### config.mk
export PLATFORM = sky130hd
export DESIGN_NAME = operand_fetch_flat
export DESIGN_NICKNAME = d
export VERILOG_FILES = /design/src/rtl/operand_fetch_if.sv /design/src/rtl/operand_fetch.sv /design/src/flat_wrapper.sv
export SDC_FILE = /design/constraint.sdc
export NUM_CORES = 1
export LEC_CHECK = 0
export CORE_ASPECT_RATIO = 1.5
export CORE_MARGIN = 1
export CORE_UTILIZATION = 42
export CTS_BUF_LIST = sky130_fd_sc_hd__clkbuf_8
export DETAILED_ROUTE_END_ITERATION = 12
export PLACE_DENSITY = 0.81
export SYNTH_ARGS = -nofsm -noshare
export SYNTH_HDL_FRONTEND = slang
export SYNTH_SLANG_ARGS = --single-unit
### constraint.sdc
create_clock -name clk -period 2 [get_ports clk]
set_input_delay 0.2 -clock clk [delete_from_list [all_inputs] [get_ports clk]]
set_output_delay 0.2 -clock clk [all_outputs]
set_load 0.005 [all_outputs]
### src/rtl/operand_fetch_if.sv
// ----------------------------------------------------------------------------
// operand_fetch_if
// Bundles every non-clock signal of the operand fetch stage: the decode-side
// request handshake, the register-file read port, the constant-table port and
// the execute-side operand handshake.
//
// Signals (direction as seen by the fetch stage, modport slave):
//   flush        in   1     synchronous abort of any fetch in progress
//   req_valid    in   1     decode presents an instruction
//   req_ready    out  1     stage can accept (high only in IDLE)
//   rc           in   1     1 = src is a constant-table index, 0 = register
//   src          in   3     source register number or constant index
//   dst          in   3     destination register number
//   rf_en        out  1     register-file read strobe
//   rf_addr      out  3     register-file read address
//   rf_data      in   WORD  register-file read data, one cycle after rf_en
//   const_addr   out  3     constant-table index (combinational ROM)
//   const_data   in   WORD  constant-table data, same cycle as const_addr
//   op_valid     out  1     operands valid for execute
//   op_ready     in   1     execute consumes operands
//   src_op       out  WORD  source operand (registered)
//   dst_op       out  WORD  destination operand (registered)
//
// modport slave  : the fetch stage itself
// modport master : the surrounding pipeline (decode, register file, ROM, execute)
// ----------------------------------------------------------------------------
interface operand_fetch_if #(
    parameter int WORD = 16
);
    logic            flush;
    logic            req_valid;
    logic            req_ready;
    logic            rc;
    logic [2:0]      src;
    logic [2:0]      dst;
    logic            rf_en;
    logic [2:0]      rf_addr;
    logic [WORD-1:0] rf_data;
    logic [2:0]      const_addr;
    logic [WORD-1:0] const_data;
    logic            op_valid;
    logic            op_ready;
    logic [WORD-1:0] src_op;
    logic [WORD-1:0] dst_op;

    modport slave (
        input  flush, req_valid, rc, src, dst, rf_data, const_data, op_ready,
        output req_ready, rf_en, rf_addr, const_addr, op_valid, src_op, dst_op
    );

    modport master (
        output flush, req_valid, rc, src, dst, rf_data, const_data, op_ready,
        input  req_ready, rf_en, rf_addr, const_addr, op_valid, src_op, dst_op
    );
endinterface

### src/rtl/operand_fetch.sv
// ----------------------------------------------------------------------------
// operand_fetch
// Multi-cycle operand fetch stage between decode and execute. An accepted
// instruction's dst register is read from the register file, then its source
// operand is taken either from the constant table (rc=1) or from a second
// register-file read (rc=0). Both operands are then held for execute behind a
// valid/ready handshake.
//
// Ports:
//   clk   in   1   clock, all state updates on the rising edge
//   rst   in   1   asynchronous, active-high reset
//   bus   slave modport of operand_fetch_if (request, register file,
//                 constant table and operand handshakes)
//
// Sequence: IDLE -> FETCH_D -> FETCH_S -> [WAIT_S ->] VALID -> IDLE
//   Counting the request cycle as cycle 0, op_valid rises in cycle 3 for a
//   constant source and in cycle 4 for a register source.
// ----------------------------------------------------------------------------
module operand_fetch #(
    parameter int WORD = 16
) (
    input  logic             clk,
    input  logic             rst,
    operand_fetch_if.slave   bus
);

    typedef enum logic [2:0] {
        IDLE    = 3'd0,
        FETCH_D = 3'd1,
        FETCH_S = 3'd2,
        WAIT_S  = 3'd3,
        VALID   = 3'd4
    } state_t;

    state_t          state_q;
    state_t          state_d;
    logic            rc_q;
    logic [2:0]      src_q;
    logic [2:0]      dst_q;
    logic [WORD-1:0] src_op_q;
    logic [WORD-1:0] dst_op_q;
    logic            accept;

    // Flush beats a simultaneous request, so a flushed IDLE cycle never latches.
    assign accept = (state_q == IDLE) && bus.req_valid && !bus.flush;

    // ------------------------------------------------------------------
    // State register
    // ------------------------------------------------------------------
    // NOTE: sequential state uses non-blocking (<=) so every flop samples
    // the pre-edge values of its neighbours, independent of block order.
    always_ff @(posedge clk or posedge rst) begin
        if (rst) begin
            state_q <= IDLE;
        end else begin
            state_q <= state_d;
        end
    end

    // ------------------------------------------------------------------
    // Next-state logic
    // ------------------------------------------------------------------
    // NOTE: state_d gets a default before the case so that no path leaves it
    // unassigned; a missing assignment in always_comb would infer a latch.
    always_comb begin
        state_d = state_q;
        if (bus.flush) begin
            state_d = IDLE;
        end else begin
            case (state_q)
                IDLE:    if (bus.req_valid) state_d = FETCH_D;
                FETCH_D: state_d = FETCH_S;
                FETCH_S: state_d = rc_q ? VALID : WAIT_S;
                WAIT_S:  state_d = VALID;
                VALID:   if (bus.op_ready) state_d = IDLE;
                default: state_d = IDLE;
            endcase
        end
    end

    // ------------------------------------------------------------------
    // Instruction field latches, loaded only on accept
    // ------------------------------------------------------------------
    // NOTE: every register here is reset explicitly; the design holds no
    // memory arrays, so the whole datapath starts from a known value.
    always_ff @(posedge clk or posedge rst) begin
        if (rst) begin
            rc_q  <= 1'b0;
            src_q <= 3'd0;
            dst_q <= 3'd0;
        end else if (accept) begin
            rc_q  <= bus.rc;
            src_q <= bus.src;
            dst_q <= bus.dst;
        end
    end

    // ------------------------------------------------------------------
    // Operand capture. A flush suppresses the capture so the operand
    // registers keep whatever they held before the aborted fetch.
    // ------------------------------------------------------------------
    always_ff @(posedge clk or posedge rst) begin
        if (rst) begin
            src_op_q <= '0;
            dst_op_q <= '0;
        end else if (!bus.flush) begin
            case (state_q)
                FETCH_S: begin
                    // rf_data here answers the dst read issued in FETCH_D.
                    dst_op_q <= bus.rf_data;
                    if (rc_q) begin
                        src_op_q <= bus.const_data;
                    end
                end
                WAIT_S: begin
                    // rf_data here answers the src read issued in FETCH_S.
                    src_op_q <= bus.rf_data;
                end
                default: ;
            endcase
        end
    end

    // ------------------------------------------------------------------
    // Moore outputs and read-port addressing
    // ------------------------------------------------------------------
    assign bus.req_ready  = (state_q == IDLE);
    assign bus.op_valid   = (state_q == VALID);
    assign bus.rf_en      = (state_q == FETCH_D) || ((state_q == FETCH_S) && !rc_q);
    assign bus.rf_addr    = (state_q == FETCH_S) ? src_q : dst_q;
    assign bus.const_addr = src_q;
    assign bus.src_op     = src_op_q;
    assign bus.dst_op     = dst_op_q;

endmodule

### src/flat_wrapper.sv
// flat-port wrapper written by rule: the top's interface ports become plain ports
module operand_fetch_flat 
#(
    parameter int WORD = 16
)
  (clk, rst, bus_flush, bus_req_valid, bus_rc, bus_src, bus_dst, bus_rf_data, bus_const_data, bus_op_ready, bus_req_ready, bus_rf_en, bus_rf_addr, bus_const_addr, bus_op_valid, bus_src_op, bus_dst_op);
  operand_fetch_if #(.WORD(WORD)) bus_i ();
  input  logic clk;
  input  logic rst;
  input wire logic [$bits(bus_i.flush)-1:0] bus_flush;
  input wire logic [$bits(bus_i.req_valid)-1:0] bus_req_valid;
  input wire logic [$bits(bus_i.rc)-1:0] bus_rc;
  input wire logic [$bits(bus_i.src)-1:0] bus_src;
  input wire logic [$bits(bus_i.dst)-1:0] bus_dst;
  input wire logic [$bits(bus_i.rf_data)-1:0] bus_rf_data;
  input wire logic [$bits(bus_i.const_data)-1:0] bus_const_data;
  input wire logic [$bits(bus_i.op_ready)-1:0] bus_op_ready;
  output wire logic [$bits(bus_i.req_ready)-1:0] bus_req_ready;
  output wire logic [$bits(bus_i.rf_en)-1:0] bus_rf_en;
  output wire logic [$bits(bus_i.rf_addr)-1:0] bus_rf_addr;
  output wire logic [$bits(bus_i.const_addr)-1:0] bus_const_addr;
  output wire logic [$bits(bus_i.op_valid)-1:0] bus_op_valid;
  output wire logic [$bits(bus_i.src_op)-1:0] bus_src_op;
  output wire logic [$bits(bus_i.dst_op)-1:0] bus_dst_op;
  assign bus_i.flush = bus_flush;
  assign bus_i.req_valid = bus_req_valid;
  assign bus_i.rc = bus_rc;
  assign bus_i.src = bus_src;
  assign bus_i.dst = bus_dst;
  assign bus_i.rf_data = bus_rf_data;
  assign bus_i.const_data = bus_const_data;
  assign bus_i.op_ready = bus_op_ready;
  assign bus_req_ready = bus_i.req_ready;
  assign bus_rf_en = bus_i.rf_en;
  assign bus_rf_addr = bus_i.rf_addr;
  assign bus_const_addr = bus_i.const_addr;
  assign bus_op_valid = bus_i.op_valid;
  assign bus_src_op = bus_i.src_op;
  assign bus_dst_op = bus_i.dst_op;
  operand_fetch #(.WORD(WORD)) u_core (.clk(clk), .rst(rst), .bus(bus_i));
endmodule
==> reports/metrics.cfg <==
[status]
status = finished, final reports clean

[sta]
fin_skew_ns = 0.0105
hold_viol = 0
relSlewSlack_pct = 64.5
min_period_ns = 1.89
fin_crit_sh_pct = 94.4
worst_pin_slew_ns = 0.533
finalSetupViolCount = 0
grt_setup_unrepaired = no
holdWs_ns = 0.333
max_freq_ghz = 0.530
slew_violations = 0
tns_ns = 0

[cts]
cts-root-buf = clkbuf_8
cts.sinks = 42
worst_setup_hold_path_clk_slew_ns = 0.08
clock_latency_ns = 0.30
cts_tree = yes
h-tree-depth = 2
hold_buffers = 0
clockBufferDepth = 2
numCtsBuffers = 5

[grt]
grt_max_degree = 43
antenna_found_initial = 0
grt_pass1_vias = 1543
grt_pass1_wl_um = 7450
grt.overflow.total = 0
grtUsageTotal_pct = 20.6

[floorplanning]
fp.coreArea_um2 = 4250
rows = 29
die_area_um2 = 4680
die_w_um = 56.2
die_h_um = 83.3
start_util_pct = 43.6
ios = 85

[critical_path]
path_cells = buf_4 -> nor2_1 -> mux2i_1 -> nor2_1 -> clkdlybuf4s50_1
worstSetupStartpointType = register
slowest_delay_ns = 0.51
crit_arrival_ns = 1.69
slowest_stage = clkdlybuf4s50_1
path_max_fanout = 19
crit_type = register to primary output
worstPathRequired_ns = 1.80
endpoint_kind = primary output
cpMostUsedCell = nor2_1

[final_layout]
n_antenna_cell = 0
synthToLayoutAreaGrowth_pct = 56.2
nNetsFinal = 276
drive_above_1_share_pct = 20.6
n_fill_cell = 335
utilization_pct = 68.1

[drt]
routed_wl_um = 4660
viasPerCell = 5.48
vias = 1529
antenna_left = 0
drt_first_pass_iters = 4
wl_per_cell_um = 16.7
drc = 0
drt_iter0_drc = 41

[pwr]
switching_share_pct = 26.9
power.density_nw_per_um2 = 1190
power.internal_mw = 2.51
p_switching_uw = 924
total_power_mw = 3.43
leakage_nw = 1.21
pwr-share-clk_pct = 19.2
power_frac_comb_pct = 41.1
seqPwrFrac_pct = 39.7
vdd_ir_drop_max_uv = 892

[placement]
dp_hpwl_um = 3340
place.gp.congestion = 0.772
port_buffers = 84

[synthesis]
ys_warn_count = 0
synth-seq-cells = 42
synth_area_um2 = 1850
synth_fp_nets = 185
synthArstFlopShare_pct = 100
seq_area_frac_synth_pct = 56.8
synth_cells = 141
syn_area_per_cell_um2 = 13.1
ys.flop_type = dfrtp_1
synth_edf_count = 0
synth_cell_type_count = 28

[job]
cap_violations = 0

[hold_path]
hold_path_class = input port to asynchronous set/reset pin

## worst paths after layout
| kind | from | to | slack (ns) | depth (start not counted) |
|---|---|---|---|---|
| hold / removal | rst | u_core.bus.dst_op[15]$_DFFE_PP0P_ | 0.33 | 3 |
| max in group asynchronous | rst | u_core.dst_q[0]$_DFFE_PP0P_ | 1.29 | 3 |
| setup / recovery | u_core.state_q[0]$_DFFE_PP0P_ | bus_rf_en | 0.11 | 5 |
| min in group clk | u_core.bus.src_op[5]$_DFFE_PP0P_ | u_core.bus.src_op[5]$_DFFE_PP0P_ | 0.49 | 1 |
| hold reg to reg | u_core.bus.src_op[5]$_DFFE_PP0P_ | u_core.bus.src_op[5]$_DFFE_PP0P_ | 0.49 | 1 |
| setup reg to reg | u_core.state_q[0]$_DFFE_PP0P_ | u_core.bus.dst_op[8]$_DFFE_PP0P_ | 0.27 | 5 |
## power by group through the flow
stage / clock (mW) / combinational (mW) / sequential, mW
after floorplan: 0 / 0.523 / 1.39
after global placement: 0 / 1.41 / 1.37
after detailed placement: 0 / 1.43 / 1.38
after CTS: 0.670 / 1.43 / 1.37
after global routing: 0.703 / 1.51 / 1.41
final: 0.658 / 1.41 / 1.36
## routing by layer
layer	vias up	share of wire [%]	GRT usage, %
met2	64	52	36.0
li1	711	-	-
met4	0	1.6	7.98
met3	7	5.9	3.74
met1	747	40	24.8
met5	-	0	0
## per-stage QoR
| stage | instances | instance area (um2) | setup WS (ns) |
|---|---|---|---|
| finish | 279 | 2890 | 0.112 |
| global route | 279 | 2890 | 0.0109 |
| CTS | 278 | 2880 | 0.00201 |
| detailed placement | 270 | 2770 | 0.142 |
| global placement | 270 | 2770 | 0.188 |
| floorplan | 141 | 1850 | 0.512 |
## Yosys cell counts (2+ instances only)
cell type  instances  share of area, %
a22oi_1           10               4.1
buf_1              2              0.41
buf_2              4               1.1
buf_6              3               1.8
dfrtp_1           42                57
inv_1              3              0.61
mux2_2            26                16
nor2_1             9               1.8
nor3_1             3              0.81
nor3b_1            2              0.81
o22ai_1            6               2.0
o2bb2ai_1         10               4.7
o32ai_1            6               2.8
## cell families after synthesis
group	after synthesis	synth area share (%)
flops	42	56.8
compound gates	34	14.7
mux	28	17.0
simple gates	24	7.50
buf+inv	13	4.12
## flip-flops by register name, indices dropped and copies added (netlist names)
signal and flops:
u_core.bus.dst_op 16, u_core.bus.src_op 16, u_core.bus.const_addr 3, u_core.dst_q 3
u_core.state_q 3, u_core.rc_q 1
## cell type report
| type | instances | area, um2 | share of cell area [%] |
|---|---|---|---|
| clock buffers | 5 | 68.8 | 2.38 |
| inverters | 3 | 11.3 | 0.389 |
| well taps | 46 | 57.6 | 1.99 |
| repair buffers | 94 | 928 | 32.1 |
| multi-input cells | 86 | 734 | 25.4 |
| clock inverters | 3 | 41.3 | 1.43 |
| flip-flops and latches | 42 | 1050 | 36.3 |
## timing repair
| item | CTS | global route |
|---|---|---|
| pin swaps | 0 | 1 |
| gates resized for setup | 3 | 2 |
| endpoints found under the setup margin | 3 | 2 |
| setup buffers | 0 | 1 |
## layout by cell type, fill, tap and decap left out, drive strengths merged
master	n
a22oi	10
a32oi	1
and2	1
buf	10
bufinv	1
clkbuf	5
clkdlybuf4s50	81
clkinvlp	1
dfrtp	42
dlygate4sd2	2
dlymetal6s2s	1
inv	4
mux2	27
mux2i	1
nand2	2
nand2b	1
nand3b	1
nand4bb	1
nor2	9
nor2b	1
nor3	3
nor3b	3
o211a	1
o22ai	6
o2bb2ai	10
o32ai	6
or2	1
or3b	1
## worst max-delay path: cells and delay by family, from the launching register on
kind,cells,cell delay [ns]
flip-flops,1,0.39
multiplexers,1,0.09
AND/OR/NAND/NOR,2,0.20
buffers and inverters,2,0.72
(Power assumes the default switching activity.)
